===== src/rtl/gray_counter.sv =====
// Free-running reflected-binary Gray counter with enable and wrap-around flag.
// Define GRAY_STICKY_OVF_EN for a sticky Overflow; otherwise Overflow is a one-cycle pulse.
module gray_counter #(
  parameter int WIDTH = 3
) (
  input  logic             Clk,
  input  logic             Reset,
  input  logic             En,
  output logic [WIDTH-1:0] Output,
  output logic             Overflow
);

  logic [WIDTH-1:0] bin;
  logic [WIDTH-1:0] bin_next;
  logic [WIDTH-1:0] gray_next;
  logic             wrap;

  always_comb begin
    bin_next  = bin + WIDTH'(1);
    gray_next = bin_next ^ (bin_next >> 1);
    // The wrap from all-ones back to zero only counts when the step is enabled.
    wrap      = En && (bin == '1);
  end

  // NOTE: state registers use non-blocking assignments so every flop samples
  // pre-edge values, independent of statement order.
  always_ff @(posedge Clk or negedge Reset) begin
    if (!Reset) begin
      bin      <= '0;
      Output   <= '0;
      Overflow <= 1'b0;
    end else begin
      if (En) begin
        bin    <= bin_next;
        Output <= gray_next;
      end
`ifdef GRAY_STICKY_OVF_EN
      if (wrap) Overflow <= 1'b1;
`else
      Overflow <= wrap;
`endif
    end
  end

endmodule


===== config.mk =====
export PLATFORM = sky130hd
export DESIGN_NAME = gray_counter
export DESIGN_NICKNAME = d
export VERILOG_FILES = /design/src/rtl/gray_counter.sv
export SDC_FILE = /design/constraint.sdc
export NUM_CORES = 1
export LEC_CHECK = 0
export BUFFER_PORTS_ARGS = -buffer_cell sky130_fd_sc_hd__buf_2
export CAP_MARGIN = 10
export CORE_AREA = 4 4 41 43
export CTS_BUF_LIST = sky130_fd_sc_hd__clkbuf_4 sky130_fd_sc_hd__clkbuf_8 sky130_fd_sc_hd__clkbuf_16
export CTS_CLUSTER_SIZE = 40
export DETAILED_ROUTE_END_ITERATION = 7
export DIE_AREA = 0 0 45 47
export PLACE_DENSITY = 0.36
export REMOVE_ABC_BUFFERS = 1
export SYNTH_ARGS = -nofsm -noshare
export SYNTH_HDL_FRONTEND = slang
export SYNTH_SLANG_ARGS = --single-unit

===== constraint.sdc =====
create_clock -name Clk -period 1.85 [get_ports Clk]
set_clock_uncertainty 0.15 [all_clocks]
set_input_delay 0.185 -clock Clk [delete_from_list [all_inputs] [get_ports Clk]]
set_output_delay 0.185 -clock Clk [all_outputs]
set_load 0.02 [all_outputs]

---- Word-level counts from Yosys, hierarchy flattened ----
Index checks and enable logic that the tools add are counted.
storage, ports and cells
  output and inout port bits .............. 4
  input port bits ......................... 3
  register bits ........................... 7
  word-level logic and storage cells ...... 7
operators by class
  equality and inequality tests ........... 1
  bitwise gates (word level) .............. 1
  add/sub/neg operators ................... 1
  reduce and logical (&&, ||, !) cells .... 1
operator list
  operator               count
  $add A3 B1 Y3 const B  1
  $eq A3 B3 Y1 const B   1
  $xor A3 B2 Y3          1
  $logic_and A1 B1 Y1    1

---- Longest topological paths before layout ----
  depth in word-level cells ............... 2
  mapped depth ............................ 4
  depth with buffers taken out ............ 4

---- Worst setup path before layout ----
Ideal clock, no wire load.
  kind .................................... flip-flop to flip-flop
  from .................................... register bin[0]
  to ...................................... register Output[2]
  clock period less this slack ............ 1.407 ns
  data arrival time ....................... 1.133 ns
  cell stages (with the launch flop) ...... 4
  path slack .............................. 0.443 ns
  buffers on the path ..................... 0
  required time ........................... 1.575 ns
  setup time .............................. 0.125 ns
  cells stage by stage .................... dfrtp_1 > ha_1 > ha_1 > mux2_2
between the ends
  longest elaborated chain between the ends .. 2
ends and longest elaborated chain
  item                    line  source
  from (decl)             13    logic [WIDTH-1:0] bin;
  from (signal assigned)  34    bin <= bin_next;
  $add A3 B1 Y3           19    bin_next = bin + WIDTH'(1);
  via bin_next[2]         14    logic [WIDTH-1:0] bin_next;
  $xor A3 B2 Y3           20    gray_next = bin_next ^ (bin_next >> 1);
  to (signal assigned)    35    Output <= gray_next;
  to (decl)               9     output logic [WIDTH-1:0] Output,
The timed path passes the listed nets, and every way through them passes these cells.
A chain may end at the register's enable or synchronous reset.

---- Final worst setup path ----
Same ends and word-level chain as after synthesis.

==> results.py <==
metrics = {
    "route": {
        "wl_per_cell_um": 9.952,
        "drc": 0,
        "viasPerCell": 3.786,
        "drt_wl_total_um": 418,
        "drt.antenna.violating_nets": 0,
        "drtIter0Drc": 3,
        "dr.pass1.iters": 2,
        "via_count": 159,
    },
    "die": {
        "coreArea_um2": 1301,
        "design.die.area_um2": 2115,
        "initial_core_util_pct": 20.48,
        "rows": 13,
        "die_x_um": 45,
        "die_height_um": 47,
        "io_pins": 7,
    },
    "timing": {
        "maxSlewHeadroom_pct": 90.06,
        "fin_crit_ns": 1.440,
        "rsz0062_at_grt": "no",
        "tightest_slew_ns": 0.1491,
        "fin_crit_sh_pct": 77.84,
        "finalSetupTns_ns": 0,
        "fmax_mhz": 694.4,
        "setup_viol": 0,
        "slew_viol_final": 0,
        "hold_viol_final": 0,
    },
    "synth": {
        "ys_seq_area_share_pct": 56.34,
        "netlist_instances": 19,
        "synth_area_leaders": "dfrtp_1 56%, ha_1 9.4%, mux2_2 8.5%",
        "synthTopCellsByCount": "6 x dfrtp_1, 2 x ha_1, 2 x mux2_2, 2 x xnor2_1",
        "synth_flop_cell": "dfrtp_1",
        "synth_edf_count": 0,
        "synthMostInstantiatedCell": "dfrtp_1",
        "syn-mean-instance-area_um2": 14.03,
        "async_flop_share_pct": 100.0,
        "synth_seq_cells": 6,
        "yosysWarnings": 0,
        "synth_area_um2": 266.5,
        "synth_top_cell_by_area": "dfrtp_1",
        "yosysTopAreaCellShare_pct": 56.34,
        "ys_types": 11,
    },
    "setup_path": {
        "reg2reg_to": "Output[2]",
        "cp-endpoint": "Output[2]",
        "critPathMaxStageDelay_ns": 0.40,
        "cp_max_fo": 3,
        "cp-start-kind": "register",
        "required_ns": 1.82,
        "crit_start": "bin[0]",
        "cp_slowest_cell": "dfrtp_1",
        "r2r_cells": 3,
        "r2r_start": "bin[0]",
        "cp_cell_sequence": "ha_1, ha_1, mux2_2",
        "crit_arrival_ns": 1.41,
        "critPathKind": "reg -> reg",
        "ff2ff_setup_slack_ns": 0.41,
        "critPathMostFrequentCell": "ha_1",
        "endpoint_kind": "register",
    },
    "job": {
        "maxCapViolCount": 0,
    },
    "min_path": {
        "hold_class": "in -> reg",
    },
    "cells_and_area": {
        "final_cell_area_um2": 335.3,
        "area_growth_pct": 25.82,
        "antennaDiodeCount": 0,
        "layout-drive-gt1-share_pct": 44.44,
        "layout.nets": 34,
    },
    "clock_tree": {
        "numCtsBuffers": 3,
        "cts_tree": "built",
        "clockBufferDepth": 2,
        "path_clk_slew_ns": 0.04,
        "ctsResizeCount": 0,
        "clk_latency_ns": 0.24,
        "h-tree-depth": 1,
        "cts.sinks": 6,
        "clock-root-buffer": "clkbuf_4",
        "post_cts_buffers": 0,
        "cts_hold_buf": 1,
    },
    "placed_design": {
        "io_buffer_count": 6,
        "gp_congestion": 0.6711,
        "placed_area_um2": 302.8,
    },
    "power": {
        "ir_drop_mv": 0.5297,
        "powerDensity_nw_per_um2": 2015,
        "leakagePower_nw": 0.1616,
    },
    "run_status": {
        "status": "finished, final reports clean",
    },
    "grt": {
        "antenna_found_initial": 0,
        "grt_max_degree": 8,
        "grt_pass1_wl_um": 717,
        "track_usage_pct": 5.556,
        "overflow": 0,
        "first_global_vias": 166,
    },
}
## metal layers
layer	wire [um]	vias to the layer above	track usage [%]	part of all wire [%]
li1	-	80	-	-
met5	0	-	0	0
met4	0	0	7.018	0
met2	171	5	6.497	41
met3	41	0	3.448	9.8
met1	205	74	5.991	49
## placed cells by master (no fill, tap or decap)
cell,synthesis,layout
a21oi_1,1,1
xor2_1,1,1
ha_1,2,2
dfrtp_1,6,6
xnor2_1,2,2
mux2_2,2,2
clkbuf_4,0,3
mux2_4,1,1
and2_1,1,1
nor2_1,1,1
buf_2,1,6
dlygate4sd3_1,0,1
## through the flow
stage	instances	utilization, %	hold slack [ns]	power [mW]	worst slack (ns)
after floorplan	17	-	-0.2606	0.4870	0.4426
after global placement	38	23.27	-0.1352	0.5613	0.4074
after detailed placement	38	23.27	-0.1294	0.5670	0.3994
after CTS	42	25.77	0.07626	0.6942	0.3975
after global routing	42	25.77	0.1023	0.7418	0.3496
final	42	25.77	0.08632	0.6755	0.4099
## logic make-up (layout without fill, tap and decap cells)
| family | count (synthesis) | in the layout | synth area share, % |
|---|---|---|---|
| AO/OA/AOI/OAI | 1 | 1 | 1.876 |
| XOR/XNOR | 3 | 3 | 9.861 |
| adder cells (fa/ha/maj) | 2 | 2 | 9.388 |
| buffers and inverters | 2 | 10 | 4.694 |
| flip-flops | 6 | 6 | 56.34 |
| multiplexers | 3 | 3 | 14.08 |
| AND/OR/NAND/NOR | 2 | 2 | 3.756 |
## cell type report
class | instances | area, um2
fillers | 142 | 965.9
flip-flops and latches | 6 | 150.1
multi-input cells | 11 | 103.9
repair buffers | 7 | 40.04
clock buffers | 3 | 22.52
well taps | 15 | 18.77
## sequential cells by signal (all words and copies together) (netlist names)
register	count
bin	2
Overflow	1
Output	3
## power by group
part / total [mW] / switching, mW / internal (mW)
Sequential: 0.234 / 0.0378 / 0.196
Clock: 0.116 / 0.0433 / 0.0731
Combinational: 0.325 / 0.153 / 0.173
## worst min path at each step
stage / from / to / cells after the start
floorplan: Reset / Output[0] / 0
global placement: Reset / Output[1] / 1
detailed placement: Reset / Output[1] / 1
CTS: En / Output[1] / 2
global route: En / bin[0] / 2
finish: En / Output[1] / 2
## critical path, delay by kind of cell (launching register included)
kind | cells | cell delay (ns)
fa+ha+maj | 2 | 0.50
flops | 1 | 0.40
mux | 1 | 0.27
No activity file was read; power rests on OpenSTA's default activity.
